==> src/rtl/font_rom_arbiter_pkg.sv <==
// Shared font ROM types and default geometry.
// Used by the arbiter, its tag pipe and the renderer.
package font_rom_arbiter_pkg;

   localparam int FONT_ROM_ADDR_W = 9;
   localparam int FONT_ROM_DATA_W = 4;

   typedef enum logic [1:0] {
      TAG_NONE = 2'd0,
      TAG_A    = 2'd1,
      TAG_B    = 2'd2
   } e_rom_tag;

endpackage

==> src/rtl/rom_tag_pipe.sv <==
// Delay line of read tags matching the ROM latency.
// Each returning rom_q word leaves with its owner tag.
module rom_tag_pipe
   import font_rom_arbiter_pkg::*;
#(
   parameter int DEPTH = 1
) (
   input  logic     clk,
   input  logic     rst_n,
   input  e_rom_tag tag_in,
   output e_rom_tag tag_out
);

   e_rom_tag stage [DEPTH];

   // shift tags one stage per cycle; reset drops in-flight reads
   always_ff @(posedge clk or negedge rst_n) begin
      if (!rst_n) begin
         for (int i = 0; i < DEPTH; i++) begin
            stage[i] <= TAG_NONE;
         end
      end else begin
         stage[0] <= tag_in;
         for (int i = 1; i < DEPTH; i++) begin
            stage[i] <= stage[i-1];
         end
      end
   end

   assign tag_out = stage[DEPTH-1];

endmodule

==> src/rtl/font_rom_arbiter.sv <==
// Font ROM sharing: renderer (A) has absolute priority,
// background client (B) fills the cycles A leaves free.
module font_rom_arbiter
   import font_rom_arbiter_pkg::*;
#(
   parameter int ADDR_W  = FONT_ROM_ADDR_W,
   parameter int FONT_W  = FONT_ROM_DATA_W,
   parameter int ROM_LAT = 1,
   parameter int WAIT_W  = 8
) (
   input  logic              clk,
   input  logic              rst_n,
   output logic              rom_clk,
   output logic [ADDR_W-1:0] rom_addr,
   input  logic [FONT_W-1:0] rom_q,
   input  logic              a_req,
   input  logic [ADDR_W-1:0] a_addr,
   output logic              a_valid,
   output logic [FONT_W-1:0] a_q,
   input  logic              b_req,
   input  logic [ADDR_W-1:0] b_addr,
   output logic              b_ready,
   output logic              b_valid,
   output logic [FONT_W-1:0] b_q,
   output logic              b_starved
);

   logic              pend;
   logic [ADDR_W-1:0] pend_addr;
   logic [WAIT_W-1:0] cnt;
   e_rom_tag          iss_tag;
   e_rom_tag          tag_out;

   logic iss_a;
   logic iss_p;
   logic iss_byp;
   logic b_acc;
   logic b_latch;

   assign rom_clk = clk;

   // B can only be refused while the holding slot is full
   // and A is also taking this cycle's ROM slot
   assign b_ready = ~pend | ~a_req;
   assign b_acc   = b_req & b_ready;

   assign iss_a   = a_req;
   assign iss_p   = ~a_req & pend;
   assign iss_byp = ~a_req & ~pend & b_req;

   // accepted B that did not go straight to the ROM waits
   assign b_latch = b_acc & ~iss_byp;

   // one ROM read per edge, A first, then held B, then bypass B
   always_ff @(posedge clk or negedge rst_n) begin
      if (!rst_n) begin
         rom_addr <= '0;
         iss_tag  <= TAG_NONE;
      end else begin
         unique case (1'b1)
            iss_a: begin
               rom_addr <= a_addr;
               iss_tag  <= TAG_A;
            end
            iss_p: begin
               rom_addr <= pend_addr;
               iss_tag  <= TAG_B;
            end
            iss_byp: begin
               rom_addr <= b_addr;
               iss_tag  <= TAG_B;
            end
            default: begin
               iss_tag  <= TAG_NONE;
            end
         endcase
      end
   end

   // one-entry B holding register; refill allowed as it drains
   always_ff @(posedge clk or negedge rst_n) begin
      if (!rst_n) begin
         pend      <= 1'b0;
         pend_addr <= '0;
      end else if (b_latch) begin
         pend      <= 1'b1;
         pend_addr <= b_addr;
      end else if (iss_p) begin
         pend      <= 1'b0;
      end
   end

   // count cycles the held B read is blocked, saturating
   always_ff @(posedge clk or negedge rst_n) begin
      if (!rst_n) begin
         cnt <= '0;
      end else if (iss_p) begin
         cnt <= '0;
      end else if (pend & a_req & ~&cnt) begin
         cnt <= cnt + 1'b1;
      end
   end

   assign b_starved = &cnt;

   rom_tag_pipe #(
      .DEPTH (ROM_LAT)
   ) u_tag_pipe (
      .clk     (clk),
      .rst_n   (rst_n),
      .tag_in  (iss_tag),
      .tag_out (tag_out)
   );

   assign a_valid = (tag_out == TAG_A);
   assign b_valid = (tag_out == TAG_B);
   assign a_q     = rom_q;
   assign b_q     = rom_q;

endmodule

==> config.mk <==
export PLATFORM = sky130hd
export DESIGN_NAME = font_rom_arbiter
export DESIGN_NICKNAME = d
export VERILOG_FILES = /design/src/rtl/font_rom_arbiter_pkg.sv /design/src/rtl/rom_tag_pipe.sv /design/src/rtl/font_rom_arbiter.sv
export SDC_FILE = /design/constraint.sdc
export NUM_CORES = 1
export LEC_CHECK = 0
export BUFFER_PORTS_ARGS = -buffer_cell sky130_fd_sc_hd__buf_2
export CORE_MARGIN = 1
export CORE_UTILIZATION = 37
export CTS_BUF_LIST = sky130_fd_sc_hd__clkbuf_8
export CTS_CLUSTER_SIZE = 8
export DETAILED_ROUTE_END_ITERATION = 8
export HOLD_SLACK_MARGIN = 0.06
export PLACE_DENSITY = 0.71
export REMOVE_ABC_BUFFERS = 1
export SYNTH_ARGS = -nofsm -noshare
export SYNTH_HDL_FRONTEND = slang
export SYNTH_SLANG_ARGS = --single-unit
==> constraint.sdc <==
create_clock -name clk -period 3.6 [get_ports clk]
set_clock_uncertainty 0.05 [all_clocks]
set_input_delay 0 -clock clk [delete_from_list [all_inputs] [get_ports clk]]
set_output_delay 0 -clock clk [all_outputs]
set_load 0.01 [all_outputs]
After elaboration in Yosys (flattened, before gate mapping)
Index checks and enable logic that the tools add are counted.
{"block": "classes", "n_reduce_logical": 6, "n_mux": 6, "eq_ne": 2, "n_addsub": 1, "bitwise": 11}
{"operator": "case mux 9 bit (3 select lines)", "n": 1}
{"operator": "two-way mux 8 bit", "n": 2}
{"operator": "adder 8 x 1 -> 8 bit (second input constant)", "n": 1}
{"operator": "AND reduction 8 bit", "n": 1}
{"operator": "bitwise AND 1 bit", "n": 7}
{"operator": "case mux 2 bit (2 select lines)", "n": 1}
{"operator": "nonzero test 2 bit", "n": 2}
{"operator": "NOT 1 bit", "n": 3}
{"operator": "nonzero test 3 bit", "n": 1}
{"operator": "equality test 2 x 1 -> 1 bit (second input constant)", "n": 1}
{"operator": "equality test 2 bit (second input constant)", "n": 1}
{"operator": "two-way mux 1 bit", "n": 2}
{"operator": "OR reduction 2 bit", "n": 1}
{"operator": "logical NOT 1 bit", "n": 1}
{"operator": "bitwise OR 1 bit", "n": 1}
{"block": "word_totals", "register_bits": 31, "out_inout_bits": 22, "elab_cells": 32}

Longest topological paths before layout
Gate-level depths: netlist of run 1.
{"block": "depth", "word_depth": 6, "depth_mapped": 6}

Hierarchy
From an unflattened synthesis of run 1, not the netlist that was laid out.
{"block": "hier_totals", "cells_unflattened": 149, "area_unflattened_um2": 1541.5}
{"mod": "font_rom_arbiter", "seq_area_each_um2": 725.7, "area_per_inst_um2": 1491.4, "n_inst": 1, "cells_per_inst": 147}
{"mod": "rom_tag_pipe", "seq_area_each_um2": 50.0, "area_per_inst_um2": 50.0, "n_inst": 1, "cells_per_inst": 2}

==> results.md, run 1 <==
- flip-flop — Critical Path Sink Type
- 1.035 nW — Leakage
- 2010 um — HPWL after detailed placement
- flip-flop — critical path launch point type
- 0.39 ns — source-to-sink clock delay at the later pin of the worst-skew pair
- 0 — DRC
- reg2reg — crit path kind
- 0.2845 mV — IR Drop Worst-Case VDD
- 254 — Nets
- 1401 — Vias
- 17.29% — Total Routing Usage GR
- 48.93% — sequential element share of the synthesized area
- completed — status
- simple AND/OR/NAND/NOR gates — combinational family with the most area after synthesis
- 12.79 um — WL per Instance
- 0 — number of antenna violations at the first check in global routing
- 100.0% — Post-synth ARST share
- 0.4213 GHz — highest attainable clock frequency
- 0 — number of inserted diodes
- 2.60 ns — crit path DAT
- 39.07% — Initial Util
- 4058 um2 — Core Footprint
- 65.93% — final worst-path cycle share
- 0 — max-cap viol count
- 0 — number of flops mapped to enable cells by yosys
- 67.46 um — die span in y
- 35 — crit path max fanout
- 350 — Fillers
- 36 — pin count of the biggest net entering global routing
- 1.23 ns — setup slack of the worst register-to-register path
- 0.06 ns — clock input transition at the sequential cells of the worst setup and hold paths
- 67.46 um — die outline width
- false — setup repair after global routing missed its margin
- 0 — number of failing setup endpoints in the final timing report
- 79 — Iter 0 DRT Violations
- 30.16% — Max transition margin
- 1585 um2 — Post-Synthesis Cell Area
- 1.226 ns — smallest setup slack after layout
- 0 — post-detailed-route count of antenna-violating nets
- 4550 um2 — overall die area
- done — TritonCTS clock tree
- 9.726 um2 — average instance area after synthesis
- 16.34% — post-synthesis compound-gate area fraction
- 1.351 ns — Worst Setup Slack post-DPL
- 0 — Gates resized, CTS repair
- 2.374 ns — shortest period the worst path allows
- in2async — path class of the lowest-slack min-delay path
- 16.42% — simple-gate area share of the yosys netlist
- 0 — final number of hold-violating endpoints
- 0 — Final Max Tran Viols
- 35 — number of buffers inserted by port buffering
- 0 — residual overflow from global routing
- 3557 um — DRT Wirelength
- 0.8453 — RePlAce Congestion
- 226 — number of placed instances, taps included
- 163 — gate count of the mapped netlist
- 3.83 ns — required time at the worst-slack endpoint
- 2253 um2 — Layout Cell Area excl Fill
- 48 — I/O pin cnt
- 4 — drt pass-1 iters
- 1345 — number of global-route vias before repair
- 0.7893% — arithmetic-cell share of the synthesized area counting full adders, half adders and majority gates
- 5.040 — average via count per standard cell
- 23 — # rows
- 0 ns — total negative slack for setup checks
- 23.68% — share of post-route cells with drive strength above 1
- 1.048 ns — worst slew pin tran
- 0.1253 ns — hold slack
- sky130_fd_sc_hd__dfrtp_1 — most used flip-flop cell after synthesis
- 31 — post-synthesis register bit count
- 278 — Post-Layout Cell Count
- 41 — post-cts hold buffer count
- 5547 um — global-route wire length before repair
- 0 — Yosys warning count
- 478.4 nW/um2 — power density of the placed cells
- 0 — number of buffers inserted to repair setup after CTS
- 42.15% — area growth from synthesis to layout
- 6.393% — share of synthesized area spent on multiplexers
- 0% — fraction of synthesized cell area in xor and xnor cells
- 30 — Yosys cell types
- 1684 um2 — Area after DPL
[synth_stat cells (2+ instances only)]
cell                       instances  area share [%]
sky130_fd_sc_hd__mux2_1            2             1.4
sky130_fd_sc_hd__dfrtp_1          31              49
sky130_fd_sc_hd__a311oi_1          2             1.1
sky130_fd_sc_hd__nor2_1           23             5.4
sky130_fd_sc_hd__buf_4             9             4.3
sky130_fd_sc_hd__a221o_1           9             5.7
sky130_fd_sc_hd__and2_1            2            0.79
sky130_fd_sc_hd__nor2b_1           4             1.6
sky130_fd_sc_hd__nand3_1           5             1.6
sky130_fd_sc_hd__a211oi_1          2            0.95
sky130_fd_sc_hd__nand2_1          10             2.4
sky130_fd_sc_hd__clkbuf_1          5             1.2
sky130_fd_sc_hd__a21oi_1          16             5.1
sky130_fd_sc_hd__mux2_2            7             5.0
sky130_fd_sc_hd__nor3_1            2            0.63
sky130_fd_sc_hd__buf_6             2             1.4
sky130_fd_sc_hd__and4_1            3             1.7
sky130_fd_sc_hd__inv_1            10             2.4
sky130_fd_sc_hd__buf_2             6             1.9
sky130_fd_sc_hd__nand4_1           3             1.2
[flip-flops by register name, indices dropped and copies added, names as in the netlist]
name,flops
pend,1
cnt,8
iss_tag,2
pend_addr,9
u_tag_pipe.tag_out,2
rom_addr,9
[cells by family (layout without fill, tap and decap cells)]
kind of cell | Yosys count | in the layout
and+or+nand+nor | 55 | 55
DFF | 31 | 31
adders and majority gates | 1 | 1
buffers and inverters | 32 | 97
muxes | 9 | 9
AOI/OAI and AO/OA | 35 | 35
[cell type report]
| class | instances | area [um2] | share of cell area [%] |
|---|---|---|---|
| clock buffers | 10 | 128.9 | 5.719 |
| multi-input cells | 100 | 633.1 | 28.10 |
| clock inverters | 2 | 35.03 | 1.555 |
| flip-flops and latches | 31 | 775.7 | 34.43 |
| well taps | 50 | 62.56 | 2.776 |
| repair buffers | 75 | 580.6 | 25.76 |
| inverters | 10 | 37.54 | 1.666 |
[per-layer routing]
layer	up-vias	routed length [um]	GRT usage [%]
met4	0	55	10.64
met3	9	152	5.405
li1	691	-	-
met1	655	1626	18.51
met5	-	0	0
met2	46	1721	29.50
[final timing paths]
path                                  from               endpoint  cells after the start
max in group asynchronous            rst_n            rom_addr[0]                      2
worst max-delay path                  pend            rom_addr[0]                      4
worst max register to register        pend            rom_addr[0]                      4
worst min register to register  iss_tag[1]  u_tag_pipe.tag_out[1]                      0
min in group clk                       clk                rom_clk                      3
worst min-delay path                 rst_n                 cnt[7]                      2
[critical path: stages, from the launching register on]
cell	delay, ns
sky130_fd_sc_hd__dfrtp_1	0.77
sky130_fd_sc_hd__or3_1	0.68
sky130_fd_sc_hd__nor2_1	0.14
sky130_fd_sc_hd__a21oi_1	0.05
sky130_fd_sc_hd__dlygate4sd3_1	0.56
[power by group]
part | switching, mW | internal (mW)
sequential | 0.0397 | 0.396
clock | 0.152 | 0.302
combinational | 0.0812 | 0.107
total | 0.273 | 0.805
[per-stage QoR]
stage | power [mW] | utilization [%]
2_1_floorplan | 0.5209 | -
3_3_place_gp | 0.5933 | 41.50
3_5_place_dp | 0.5982 | 41.50
4_1_cts | 1.093 | 55.54
5_1_grt | 1.135 | 55.54
6_report | 1.078 | 55.54
[placed cells by master (no fill, tap or decap), types with 5 or more instances in the layout]
master and count:
sky130_fd_sc_hd__mux2_2 7, sky130_fd_sc_hd__inv_1 10, sky130_fd_sc_hd__a21oi_1 16, sky130_fd_sc_hd__clkbuf_8 9, sky130_fd_sc_hd__dlygate4sd3_1 41, sky130_fd_sc_hd__a221o_1 9, sky130_fd_sc_hd__nor2_1 23, sky130_fd_sc_hd__dfrtp_1 31
sky130_fd_sc_hd__buf_2 35, sky130_fd_sc_hd__nand2_1 10, sky130_fd_sc_hd__nand3_1 5
No activity file was read; power rests on OpenSTA's default activity.
==> run 2: changes to the inputs <==
- PLACE_DENSITY: 0.71 -> 0.73
- clock period: 3.6 -> 2.04 ns (I/O delays scaled with it)
==> run 2 against run 1 <==
Clock-buffer cell count stayed put; critical path depth stayed put; core utilization is 3.1 points lower; die area stayed put; worst setup slack worse by 0.94 ns; first-iteration DRC count is 42% lower; total power is 74% higher; global-route usage is 0.72 points higher; sequential power is 73% higher; critical endpoint is now b_starved; largest cell class unchanged; largest power group unchanged; highest routed layer unchanged.
==> results.md, run 2 (synthesis results as in run 1) <==
- completed — status
- 0.6908 ns — worst slew pin tran, -0.3568 ns
- 67.46 um — die span in y, unchanged
- 23 — # rows, unchanged
- 0 ns — total negative slack for setup checks, unchanged
- sky130_fd_sc_hd__buf_2 — most common cell after layout, fill and taps aside
- 0 — residual overflow from global routing, unchanged
- 1345 — Vias, -4.0%
- 46 — Iter 0 DRT Violations, -42%
- 35 — number of buffers inserted by port buffering, unchanged
- sky130_fd_sc_hd__dfrtp_1 — Critical Path Slowest Stage Cell
- 1.99 ns — required time at the worst-slack endpoint, -1.84 ns
- 1.70 ns — crit path DAT, -0.90 ns
- 0 — final number of hold-violating endpoints, unchanged
- pend_addr: 9 flops, rom_addr: 9 flops, cnt: 8 flops — largest registers
- 0.4191 ns — Worst Setup Slack post-DPL, -0.9314 ns
- false — setup repair after global routing missed its margin
- 35 — pin count of the biggest net entering global routing, -2.8%
- 34.25% — area growth from synthesis to layout
- 0.7549 — RePlAce Congestion, -11%
- 18.01% — Total Routing Usage GR, +0.72 points
- 13.04 um — WL per Instance, +1.9%
- 16.8% — Comb power frac, -0.6 points
- 0.42 ns — setup slack of the worst register-to-register path, -0.81 ns
- 0.07 ns — clock input transition at the sequential cells of the worst setup and hold paths, about the same
- 48 — I/O pin cnt, unchanged
- 67.46 um — die outline width, unchanged
- 0 — DRC, unchanged
- primary output — Critical Path Sink Type
- 53.95% — Max transition margin, +24 points
- 43.0% — Clk network pwr share, +0.9 points
- 1 — total buffers and inverters traversed by the critical path, unchanged
- 0 — number of antenna violations at the first check in global routing, unchanged
- 1.752 ns — shortest period the worst path allows
- 0 — Final Max Tran Viols, unchanged
- 0 — number of failing setup endpoints in the final timing report, unchanged
- 0 — Gates resized, CTS repair, unchanged
- 2119 um — HPWL after detailed placement, +5.4%
- 25.63% — proportion of total power due to net switching, +0.31 points
- 5.056 — average via count per standard cell, +0.33%
- 0 — post-detailed-route count of antenna-violating nets, unchanged
- 3468 um — DRT Wirelength, -2.5%
- done — TritonCTS clock tree
- 7 — crit path max fanout, -80%
- 0.43 ns — Crit path largest cell delay, -0.34 ns
- 85.86% — final worst-path cycle share
- reg2out — crit path kind
- 0.9941 nW — Leakage, -4.0%
- 4550 um2 — overall die area, unchanged
- 5775 um — global-route wire length before repair, +4.1%
- 25.93% — share of post-route cells with drive strength above 1, +2.2 points
- sky130_fd_sc_hd__buf_2 (35), sky130_fd_sc_hd__dfrtp_1 (31), sky130_fd_sc_hd__dlygate4sd3_1 (27), sky130_fd_sc_hd__nor2_1 (23), sky130_fd_sc_hd__a21oi_1 (16) — commonest cells after routing, fill and taps aside
- 1311 — number of global-route vias before repair, -2.5%
- 0.5204 mV — IR Drop Worst-Case VDD, +83%
- 0.39 ns — source-to-sink clock delay at the later pin of the worst-skew pair, about the same
- 39.07% — Initial Util, unchanged
- 0 — number of inserted diodes, unchanged
- 0.2884 ns — smallest setup slack after layout, -0.9380 ns
- flip-flop — critical path launch point type
- simple AND/OR/NAND/NOR gates — category of cells accounting for the largest share of critical-path delay
- ha_1, and3_1, and2_1, buf_2 — worst-path cell chain
- 4058 um2 — Core Footprint, unchanged
- 0.4801 mW — switching power of the nets, +76%
- 40.2% — fraction of power consumed by sequential logic, -0.3 points
- 242 — Nets, -4.7%
- 0.5709 GHz — highest attainable clock frequency
- 0 — max-cap viol count, unchanged
- 1.393 mW — internal power summed over all cells, +73%
- in2async — path class of the lowest-slack min-delay path
- 880.0 nW/um2 — power density of the placed cells, +84%
- 4 — drt pass-1 iters, unchanged
run 2: final timing paths:
path | from | to | depth (start not counted)
max | cnt[0] | b_starved | 4
max reg2reg | pend | pend_addr[6] | 4
max in group asynchronous | rst_n | rom_addr[7] | 2
min reg2reg | iss_tag[0] | u_tag_pipe.tag_out[0] | 0
min | rst_n | pend_addr[2] | 2
min in group clk | clk | rom_clk | 3
run 2: power by group through the flow:
stage | sequential [mW] | clock, mW | combinational [mW]
2_1_floorplan | 0.777 | 0 | 0.142
5_1_grt | 0.763 | 0.868 | 0.357
4_1_cts | 0.752 | 0.829 | 0.319
3_5_place_dp | 0.764 | 0.0296 | 0.271
6_report | 0.753 | 0.805 | 0.315
3_3_place_gp | 0.761 | 0.0296 | 0.262
run 2: layout make-up:
class                           count  area, um2
Fill cell                         373       1929
Tap cell                           50      62.56
Timing Repair Buffer               63      455.4
Multi-Input combinational cell    100      633.1
Clock inverter                      2      35.03
Sequential cell                    31      775.7
Clock buffer                       10      128.9
Inverter                           10      37.54
run 2: worst reg2reg max path: stages (launching register included):
cell and delay [ns]:
sky130_fd_sc_hd__dfrtp_1 0.35, sky130_fd_sc_hd__buf_4 0.31, sky130_fd_sc_hd__nor2b_1 0.12, sky130_fd_sc_hd__o21ai_4 0.29, sky130_fd_sc_hd__mux2_2 0.38
run 2: timing repair:
action                     in CTS  in global routing
buffers inserted                0                  0
setup endpoints to repair       0                  0
hold buffers                   27                  0
hold endpoints to repair       62                  0
run 2: per-layer routing:
layer  wire (um)  vias up  track usage [%]
met5           0        -                0
met2        1649       37            30.00
li1            -      665                -
met1        1588      636            19.37
met4          57        0            9.309
met3         172        7            7.601
run 2: metrics by stage:
step | cell area [um2] | hold WS, ns | utilization (%) | power, mW | std cells
global route | 2128 | 0.1972 | 52.45 | 1.988 | 266
floorplan | 1446 | -0.3456 | - | 0.9192 | 141
global placement | 1699 | -0.04985 | 41.87 | 1.053 | 228
CTS | 2128 | 0.1513 | 52.45 | 1.900 | 266
detailed placement | 1699 | -0.04985 | 41.87 | 1.064 | 228
finish | 2128 | 0.1451 | 52.45 | 1.873 | 266
==> run 3: changes to the inputs <==
- CORE_MARGIN: 1 -> 10
- PLACE_DENSITY: 0.73 -> 0.71
- clock period: 2.04 -> 1.7 ns (I/O delays scaled with it)
==> run 3 against run 2 <==
Critical path depth unchanged; design area increased by 2.0%; highest routed layer unchanged; sequential share of layout area decreased by 0.71 points; worst setup slack got worse by 0.22 ns; largest cell class unchanged; flip-flop and latch count unchanged; via count increased by 2.2%; wire length increased by 11%; core utilization increased by 0.67 points; register-to-register slack got worse by 0.18 ns; hold slack improved by 0.012 ns.
==> results.md, run 3 (synthesis results as in run 1) <==
- completed — status
- 96.12% — final worst-path cycle share
- flip-flop — critical path launch point type
- 775.7 um2 — Sequential cell area, unchanged
- 2.262 mW — power consumption, +21%
- 48 — I/O pin cnt, unchanged
- 2397 um — HPWL after detailed placement, +13%
- 85.46 um — die span in y, +27%
- 53.38% — Max transition margin, -0.56 points
- 38.79% — Initial Util, -0.28 points
- 1.009 nW — Leakage, +1.5%
- 0.42 ns — Crit path largest cell delay, about the same
- 28.18% — share of post-route cells with drive strength above 1, +2.3 points
- 381 — Fillers, +2.1%
- 1.634 ns — shortest period the worst path allows
- 6341 um — global-route wire length before repair, +9.8%
- 0 — DRC, unchanged
- 0.38 ns — source-to-sink clock delay at the later pin of the worst-skew pair, about the same
- 0.7747 — RePlAce Congestion, +2.6%
- 0 — number of inserted diodes, unchanged
- 10.79% — Total Routing Usage GR, -7.2 points
- 14.26 um — WL per Instance, +9.4%
- sky130_fd_sc_hd__dfrtp_1 — Critical Path Slowest Stage Cell
- 23 — # rows, unchanged
- pend_addr[4] — reg2reg end
- reg2out — crit path kind
- 3851 um — DRT Wirelength, +11%
- 0.4938 mV — IR Drop Worst-Case VDD, -5.1%
- 0 — post-detailed-route count of antenna-violating nets, unchanged
- 0.24 ns — setup slack of the worst register-to-register path, -0.18 ns
- 0 — Final Max Tran Viols, unchanged
- 0.6993 ns — worst slew pin tran, +0.008469 ns
- in2async — path class of the lowest-slack min-delay path
- 1.58 ns — crit path DAT, -0.12 ns
- 35 — number of buffers inserted by port buffering, unchanged
- 1374 — Vias, +2.2%
- 4086 um2 — Core Footprint, +0.71%
- 0 ns — total negative slack for setup checks, unchanged
- 36.94% — area growth from synthesis to layout
- 643.1 um2 — area of the multi-input gates, +1.6%
- 0.6120 GHz — highest attainable clock frequency
- 0 — number of antenna violations at the first check in global routing, unchanged
- 85.46 um — die outline width, +27%
- sky130_fd_sc_hd__buf_2 (35), sky130_fd_sc_hd__dfrtp_1 (31), sky130_fd_sc_hd__dlygate4sd3_1 (28), sky130_fd_sc_hd__nor2_1 (23), sky130_fd_sc_hd__a21oi_1 (16) — commonest cells after routing, fill and taps aside
- 4 — drt pass-1 iters, unchanged
- done — TritonCTS clock tree
- 0 — residual overflow from global routing, unchanged
- pend_addr: 9 flops, rom_addr: 9 flops, cnt: 8 flops — largest registers
- pend — Reg-to-Reg Start
- sky130_fd_sc_hd__buf_2 — most common cell after layout, fill and taps aside
- 7 — crit path max fanout, unchanged
- 5.089 — average via count per standard cell, +0.64%
- 3 — worst r2r path cells, -1
- 7303 um2 — overall die area, +60%
- 246 — Nets, +1.7%
- 0 — max-cap viol count, unchanged
- 1396 — number of global-route vias before repair, +6.5%
- 0 — final number of hold-violating endpoints, unchanged
- ha_2, and3_4, and2_4, buf_2 — worst-path cell chain
- 0 — number of failing setup endpoints in the final timing report, unchanged
- 1.65 ns — required time at the worst-slack endpoint, -0.34 ns
- 0.06 ns — clock input transition at the sequential cells of the worst setup and hold paths, about the same
- 32 — pin count of the biggest net entering global routing, -8.6%
- 1042 nW/um2 — power density of the placed cells, +18%
- primary output — Critical Path Sink Type
- 68 — Iter 0 DRT Violations, +48%
[run 3: per-stage QoR]
step,instance area (um2),setup WS (ns),utilization [%],hold WS [ns],std cells
floorplan,1446,-0.1925,-,-0.3456,141
global placement,1714,0.2034,41.95,-0.04985,230
detailed placement,1714,0.1546,41.95,-0.04985,230
CTS,2162,0.001344,52.91,0.1741,270
global route,2171,-0.003679,53.12,0.2081,270
finish,2171,0.06600,53.12,0.1574,270
[run 3: how the worst max path moves through the flow]
stage	slack, ns	start	endpoint	cells past startpoint
after floorplan	-0.19	pend	pend_addr[0]	3
after global placement	0.20	cnt[0]	cnt[0]	4
after detailed placement	0.15	cnt[0]	cnt[0]	4
after CTS	0.001	cnt[1]	b_starved	4
after global routing	-0.004	cnt[1]	b_starved	4
final	0.07	cnt[1]	b_starved	4
[run 3: critical path, delay by kind of cell, from the launching register on]
family	cells	cell delay, ns
DFF	1	0.42
and+or+nand+nor	2	0.40
adders and majority gates	1	0.25
buffers and inverters	1	0.13
[run 3: layer usage]
layer	GRT usage, %	part of all wire (%)	vias up
met2	17.37	49	43
met3	5.067	7.0	6
li1	-	-	673
met5	0	0	-
met4	6.587	1.3	0
met1	11.17	42	652
[run 3: final cells by class]
cell class / instances / area share (%)
Sequential cell: 31 / 35.73
Multi-Input combinational cell: 100 / 29.63
Timing Repair Buffer: 67 / 22.48
Clock buffer: 10 / 5.937
Tap cell: 50 / 2.882
Inverter: 10 / 1.729
Clock inverter: 2 / 1.614
[run 3: power by group]
part           leakage (nW)  switching (mW)  internal [mW]  total (mW)
Combinational         0.540           0.193          0.207       0.400
Sequential            0.382          0.0621          0.840       0.902
Clock                0.0867           0.321          0.639       0.960
[run 3: timing repair]
item                       4_1_cts  5_1_grt
resized for setup                1        3
cloned                           0        0
hold buffers                    28        0
setup endpoints to repair        1        1
hold endpoints to repair        63        0
buffers inserted                 1        0
